### src/rtl/rename_pkg.sv
// Shared rename/retire definitions: tag and queue geometry, the retire-queue entry,
// and the wakeup tag-match helper used by both dispatch bypass and completion.
package rename_pkg;

  localparam int unsigned TAG_W      = 6;
  localparam int unsigned DEPTH      = 16;
  localparam int unsigned IDX_W      = $clog2(DEPTH);
  localparam int unsigned PTR_W      = IDX_W + 1;
  localparam int unsigned NUM_WAKEUP = 4;

  typedef logic [TAG_W-1:0] tag_t;

  typedef struct packed {
    logic valid;
    logic done;
    tag_t physical_rd;
    tag_t old_physical_rd;
  } rq_entry_t;

  // Tag 0 is the zero register and never matches a broadcast.
  function automatic logic tag_hit(input logic [NUM_WAKEUP-1:0]            act,
                                   input logic [NUM_WAKEUP-1:0][TAG_W-1:0] tags,
                                   input tag_t                             tag);
    logic hit;
    hit = 1'b0;
    for (int k = 0; k < NUM_WAKEUP; k++) begin
      if (act[k] && (tags[k] == tag) && (tag != '0)) hit = 1'b1;
    end
    return hit;
  endfunction

endpackage

### src/rtl/retire_select.sv
// Picks up to two in-order retirees from the head pair and forms their freed tags.
module retire_select
  import rename_pkg::*;
(
  input  rq_entry_t head_entry,
  input  rq_entry_t next_entry,
  output logic      r0_c,
  output logic      r1_c,
  output tag_t      freed_1_c,
  output tag_t      freed_2_c
);

  always_comb begin
    r0_c      = head_entry.valid && head_entry.done;
    r1_c      = r0_c && next_entry.valid && next_entry.done;
    freed_1_c = r0_c ? head_entry.old_physical_rd : '0;
    freed_2_c = r1_c ? next_entry.old_physical_rd : '0;
  end

endmodule

### src/rtl/retire_queue.sv
// In-order retire buffer: tracks completion of renamed instructions and returns
// displaced tags to the free list, up to two per cycle.
module retire_queue
  import rename_pkg::*;
(
  input  logic             clk,
  input  logic             reset,
  input  logic             dispatch_valid,
  input  logic [TAG_W-1:0] dispatch_physical_rd,
  input  logic [TAG_W-1:0] dispatch_old_physical_rd,
  output logic             dispatch_ready,
  output logic [IDX_W-1:0] dispatch_index,
  input  logic             wakeup_0_active,
  input  logic [TAG_W-1:0] wakeup_0_tag,
  input  logic             wakeup_1_active,
  input  logic [TAG_W-1:0] wakeup_1_tag,
  input  logic             wakeup_2_active,
  input  logic [TAG_W-1:0] wakeup_2_tag,
  input  logic             wakeup_3_active,
  input  logic [TAG_W-1:0] wakeup_3_tag,
  output logic [TAG_W-1:0] freed_tag_1,
  output logic [TAG_W-1:0] freed_tag_2,
  output logic [1:0]       retire_count,
  output logic             empty,
  output logic             full
);

  rq_entry_t        entries_q [DEPTH];
  rq_entry_t        entries_d [DEPTH];
  logic [PTR_W-1:0] head_q, head_d, tail_q, tail_d;
  tag_t             freed_1_q, freed_1_d, freed_2_q, freed_2_d;
  logic [1:0]       retire_count_q, retire_count_d;

  logic [NUM_WAKEUP-1:0]            wk_act;
  logic [NUM_WAKEUP-1:0][TAG_W-1:0] wk_tags;
  logic [IDX_W-1:0]                 head_idx, next_idx, tail_idx;
  logic                             r0, r1, accept;
  tag_t                             sel_freed_1, sel_freed_2;

  assign wk_act  = {wakeup_3_active, wakeup_2_active, wakeup_1_active, wakeup_0_active};
  assign wk_tags = {wakeup_3_tag, wakeup_2_tag, wakeup_1_tag, wakeup_0_tag};

  assign head_idx = head_q[IDX_W-1:0];
  assign next_idx = head_idx + IDX_W'(1);
  assign tail_idx = tail_q[IDX_W-1:0];

  // Wrap bit distinguishes full from empty when the low bits coincide.
  assign empty          = (head_q == tail_q);
  assign full           = (head_idx == tail_idx) && (head_q[IDX_W] != tail_q[IDX_W]);
  assign dispatch_ready = !full;
  assign dispatch_index = tail_idx;
  assign accept         = dispatch_valid && !full;

  retire_select u_select (
    .head_entry (entries_q[head_idx]),
    .next_entry (entries_q[next_idx]),
    .r0_c       (r0),
    .r1_c       (r1),
    .freed_1_c  (sel_freed_1),
    .freed_2_c  (sel_freed_2)
  );

  always_comb begin
    entries_d      = entries_q;
    freed_1_d      = sel_freed_1;
    freed_2_d      = sel_freed_2;
    retire_count_d = {1'b0, r0} + {1'b0, r1};
    head_d         = head_q + PTR_W'(retire_count_d);
    tail_d         = tail_q + PTR_W'(accept);

    for (int i = 0; i < DEPTH; i++) begin
      if (entries_q[i].valid && tag_hit(wk_act, wk_tags, entries_q[i].physical_rd)) begin
        entries_d[i].done = 1'b1;
      end
    end

    if (r0) entries_d[head_idx].valid = 1'b0;
    if (r1) entries_d[next_idx].valid = 1'b0;

    // Tail slot is never a retiree when not full, so this write cannot collide.
    if (accept) begin
      entries_d[tail_idx].valid           = 1'b1;
      entries_d[tail_idx].done            = (dispatch_physical_rd == '0) ||
                                            tag_hit(wk_act, wk_tags, dispatch_physical_rd);
      entries_d[tail_idx].physical_rd     = dispatch_physical_rd;
      entries_d[tail_idx].old_physical_rd = dispatch_old_physical_rd;
    end
  end

  always_ff @(posedge clk or posedge reset) begin
    if (reset) begin
      for (int i = 0; i < DEPTH; i++) entries_q[i] <= '0;
      head_q         <= '0;
      tail_q         <= '0;
      freed_1_q      <= '0;
      freed_2_q      <= '0;
      retire_count_q <= '0;
    end else begin
      entries_q      <= entries_d;
      head_q         <= head_d;
      tail_q         <= tail_d;
      freed_1_q      <= freed_1_d;
      freed_2_q      <= freed_2_d;
      retire_count_q <= retire_count_d;
    end
  end

  assign freed_tag_1  = freed_1_q;
  assign freed_tag_2  = freed_2_q;
  assign retire_count = retire_count_q;

endmodule

### config.mk
export PLATFORM = sky130hd
export DESIGN_NAME = retire_queue
export DESIGN_NICKNAME = d
export VERILOG_FILES = /design/src/rtl/rename_pkg.sv /design/src/rtl/retire_select.sv /design/src/rtl/retire_queue.sv
export SDC_FILE = /design/constraint.sdc
export NUM_CORES = 1
export LEC_CHECK = 0
export BUFFER_PORTS_ARGS = -buffer_cell sky130_fd_sc_hd__buf_2
export CAP_MARGIN = 30
export CELL_PAD_IN_SITES_DETAIL_PLACEMENT = 1
export CELL_PAD_IN_SITES_GLOBAL_PLACEMENT = 1
export CORE_UTILIZATION = 40
export DETAILED_ROUTE_END_ITERATION = 6
export GPL_TIMING_DRIVEN = 0
export PLACE_DENSITY_LB_ADDON = 0.1
export SLEW_MARGIN = 20
export SYNTH_ARGS = -nofsm -noshare
export SYNTH_HDL_FRONTEND = slang
export SYNTH_SLANG_ARGS = --single-unit
### constraint.sdc
create_clock -name clk -period 10.3 [get_ports clk]
set_input_delay 2.06 -clock clk [delete_from_list [all_inputs] [get_ports clk]]
set_output_delay 2.06 -clock clk [all_outputs]
set_load 0.01 [all_outputs]
==> flow_summary.rst <==
.. list-table::
   :header-rows: 1

   * - Metric
     - Value
   * - Number of buffers on the longest clock path
     - 3
   * - Pre-Repair DR Iteration Count
     - 5
   * - Predominant post-synthesis flop cell
     - sky130_fd_sc_hd__dfrtp_1
   * - Leakage dissipation
     - 7.669 nW
   * - Vias in the first global route
     - 13800
   * - Most frequent cells after synthesis
     - 248 x sky130_fd_sc_hd__dfrtp_1, 212 x sky130_fd_sc_hd__xnor2_1, 209 x sky130_fd_sc_hd__xor2_1
   * - Portion of the post-synthesis area used by sequential elements
     - 36.10%
   * - Total number of H-tree levels
     - 1
   * - Slew at the pin closest to its max-slew limit
     - 1.058 ns
   * - Minimum period implied by the final worst setup slack
     - 6.279 ns
   * - Switching pwr
     - 2.683 mW
   * - EDFF count, synth
     - 0
   * - Int Pwr
     - 3.695 mW
   * - Cell at the root of the clock tree
     - sky130_fd_sc_hd__clkbuf_16
   * - Data arrival time of the critical path
     - 6.80 ns
   * - Async SR Flop Fraction
     - 100.0%
   * - Drt first-iter violations
     - 1252
   * - Clock transition at the register clock pins on the worst setup and hold paths after CTS
     - 0.06 ns
   * - Total design power
     - 6.378 mW
   * - Placed standard-cell area
     - 18250 µm²
   * - Number of placement rows
     - 75
   * - Finish-stage setup viols
     - 0
   * - Number of buffers added by the clock tree synthesis step
     - 30
   * - DRC Markers
     - 0
   * - Max Slew Vio Count
     - 0
   * - Maximum vdd ir drop
     - 121.6 µV
   * - Final standard cell area without fillers
     - 19350 µm²
   * - Hold Buf Count CTS
     - 0
   * - Most area-consuming cells after synthesis
     - sky130_fd_sc_hd__dfrtp_1 36%, sky130_fd_sc_hd__mux2_2 13%, sky130_fd_sc_hd__xnor2_1 11%, sky130_fd_sc_hd__xor2_1 11%, sky130_fd_sc_hd__mux4_2 7.9%
   * - Post-Synthesis Mean Instance Area
     - 10.99 µm²
   * - Endpoint kind of the worst setup timing path
     - flop
   * - Final Cycle Share
     - 60.96%
   * - Placer's final routability congestion estimate
     - 0.9151
   * - Global-route wire length before repair
     - 98730 µm
   * - Die X-Extent
     - 209.3 µm
   * - Total gr overflow
     - 0
   * - Worst endpoint required time
     - 10.82 ns
   * - Post-synthesis cell type count
     - 54
   * - Worst slew margin relative to its limit
     - 29.48%
   * - Most numerous cell in the Yosys netlist
     - sky130_fd_sc_hd__dfrtp_1
   * - TritonCTS clock tree
     - yes
   * - Worst hold margin
     - 0.4957 ns
   * - Sink count of the clock tree
     - 248
   * - Upper clock frequency limit
     - 0.1593 GHz
   * - Initial antenna violation count
     - 2
   * - Net count of the mapped netlist
     - 1617
   * - Routed Wire Length
     - 66660 µm
   * - Number of standard cells after synthesis
     - 1564
   * - Outcome
     - complete, no violations
   * - Type of the worst min-delay path
     - reg2reg
   * - Number of vias in the routed layout
     - 13400
   * - Final number of hold-violating endpoints
     - 0
   * - Sum of net half-perimeters after detailed placement
     - 46280 µm
   * - Setup repair after global routing missed its margin
     - false
   * - Dominant cell type by area after synthesis
     - sky130_fd_sc_hd__dfrtp_1
   * - Power density of the placed cells
     - 329.7 nW/µm²
   * - Core outline area
     - 42130 µm²
   * - Combined global-route utilization of all metal layers
     - 31.08%
   * - Setup CP Type
     - reg2reg
   * - Maximum capacitance violations
     - 0
   * - Clock insertion delay at the later pin of the skew report
     - 0.61 ns
   * - #FFs+latches synth
     - 248
   * - Seq pwr share
     - 27.4%
   * - Share of total power in the clock network
     - 17.6%
   * - # nets final
     - 1700
   * - Category of the worst setup path launch point
     - flop
   * - Maximum number of pins on one net before global-route repair
     - 72
   * - ANT nets after route
     - 0
   * - Least setup slack across all paths after layout
     - 4.021 ns
   * - Comb power frac
     - 55.0%
   * - Count of input and output buffers
     - 35
   * - Starting utilization of the core area
     - 40.80%
   * - Top-level I/O count
     - 64
   * - Synth warnings
     - 0
   * - Share of post-route cells with drive strength above 1
     - 26.15%
   * - Worst setup skew after layout
     - 0.01684 ns
   * - Critical path peak fanout
     - 10
   * - Floorplan die area
     - 43810 µm²
   * - Post-CTS Resized
     - 0
   * - Sw frac
     - 42.07%
   * - Area added between synthesis and finish
     - 12.53%
   * - Post-CTS setup buffer count
     - 0
   * - Routed via count divided by cell count
     - 6.056
   * - Post-route setup TNS
     - 0 ns
   * - Post-DR wirelength/cell
     - 30.14 µm
   * - Die Y
     - 209.3 µm
   * - Worst setup slack before clock tree synthesis
     - 4.166 ns
   * - Area share of the largest cell type after synthesis
     - 36.10%
   * - Cell area after technology mapping
     - 17190 µm²
metrics by stage:
stage                     std cells  util, %
final                          2212    45.92
after global routing           2211    45.91
after CTS                      2206    45.79
after detailed placement       2150    43.31
after global placement         2138    42.82
after floorplan                1564        -
placed cells by master (no fill, tap or decap), drive strengths merged, types with 16 or more instances in the layout:
master  count
o21bai     16
xnor2     212
nand2      29
nor4       84
clkbuf    183
mux2      208
o31ai      21
buf       136
mux4       60
nor2       17
or4        17
nand4      75
xor2      209
dfrtp     248
layout make-up:
cell class | instances | area [µm²]
Buffer | 225 | 957.2
Tap cell | 539 | 674.4
Clock buffer | 43 | 899.6
Timing Repair Buffer | 51 | 415.4
Multi-Input combinational cell | 1078 | 9988
Inverter | 13 | 56.30
Antenna cell | 2 | 5.005
Fill cell | 4531 | 22790
Clock inverter | 13 | 145.1
Sequential cell | 248 | 6206
logic make-up (layout without fill, tap and decap cells):
kind of cell | Yosys count | after routing | synth area share, %
xor+xnor | 421 | 421 | 21.45
mux | 279 | 279 | 22.32
simple gates | 278 | 278 | 9.643
flops | 248 | 248 | 36.10
buf+inv | 238 | 345 | 5.844
compound gates | 90 | 90 | 3.879
fa+ha+maj | 10 | 10 | 0.7714
other cells | 0 | 2 | 0
worst paths after layout:
check / from / endpoint / slack [ns] / cells past startpoint
min in group asynchronous: reset / entries_q[204] / 1.47 / 2
max: head_q[0] / head_q[4] / 4.02 / 20
max in group asynchronous: reset / retire_count[1] / 7.70 / 4
min reg2reg: tail_q[4] / tail_q[4] / 0.50 / 1
min: tail_q[4] / tail_q[4] / 0.50 / 1
max reg2reg: head_q[0] / head_q[4] / 4.02 / 20
flip-flops by register name, summed over array words and instances, names as in the netlist:
signal and count:
entries_q 224, freed_tag_1 6, freed_tag_2 6, head_q 5, tail_q 5, retire_count 2
critical path, cell delays in order (launching register included):
cell and delay, ns:
sky130_fd_sc_hd__dfrtp_1 0.42, sky130_fd_sc_hd__buf_4 0.21, sky130_fd_sc_hd__buf_6 0.19, sky130_fd_sc_hd__buf_2 0.35
sky130_fd_sc_hd__buf_1 0.38, sky130_fd_sc_hd__buf_6 0.24, sky130_fd_sc_hd__inv_1 0.08, sky130_fd_sc_hd__ha_1 0.39
sky130_fd_sc_hd__buf_2 0.34, sky130_fd_sc_hd__clkbuf_1 0.64, sky130_fd_sc_hd__o21ai_0 0.21, sky130_fd_sc_hd__o2111ai_1 0.28
sky130_fd_sc_hd__o31ai_2 0.23, sky130_fd_sc_hd__o21ai_1 0.83, sky130_fd_sc_hd__inv_1 0.11, sky130_fd_sc_hd__ha_1 0.34
sky130_fd_sc_hd__ha_1 0.17, sky130_fd_sc_hd__inv_1 0.05, sky130_fd_sc_hd__fa_1 0.39, sky130_fd_sc_hd__nor2_1 0.15
sky130_fd_sc_hd__xor2_1 0.16
metal layers:
| metal | global-route usage [%] | vias up | wire (µm) |
|---|---|---|---|
| li1 | - | 5679 | - |
| met1 | 45.23 | 7076 | 30240 |
| met2 | 47.46 | 512 | 29760 |
| met3 | 4.339 | 127 | 4497 |
| met4 | 10.32 | 2 | 2161 |
| met5 | 0 | - | 9 |
power groups by stage:
stage               clock [mW]  sequential, mW  combinational [mW]
detailed placement           0            1.75                3.46
global route              1.18            1.80                3.77
global placement             0            1.74                3.36
finish                    1.12            1.75                3.51
floorplan                    0            1.63                2.60
CTS                       1.14            1.74                3.48
Power figures use the tool's default switching activity.
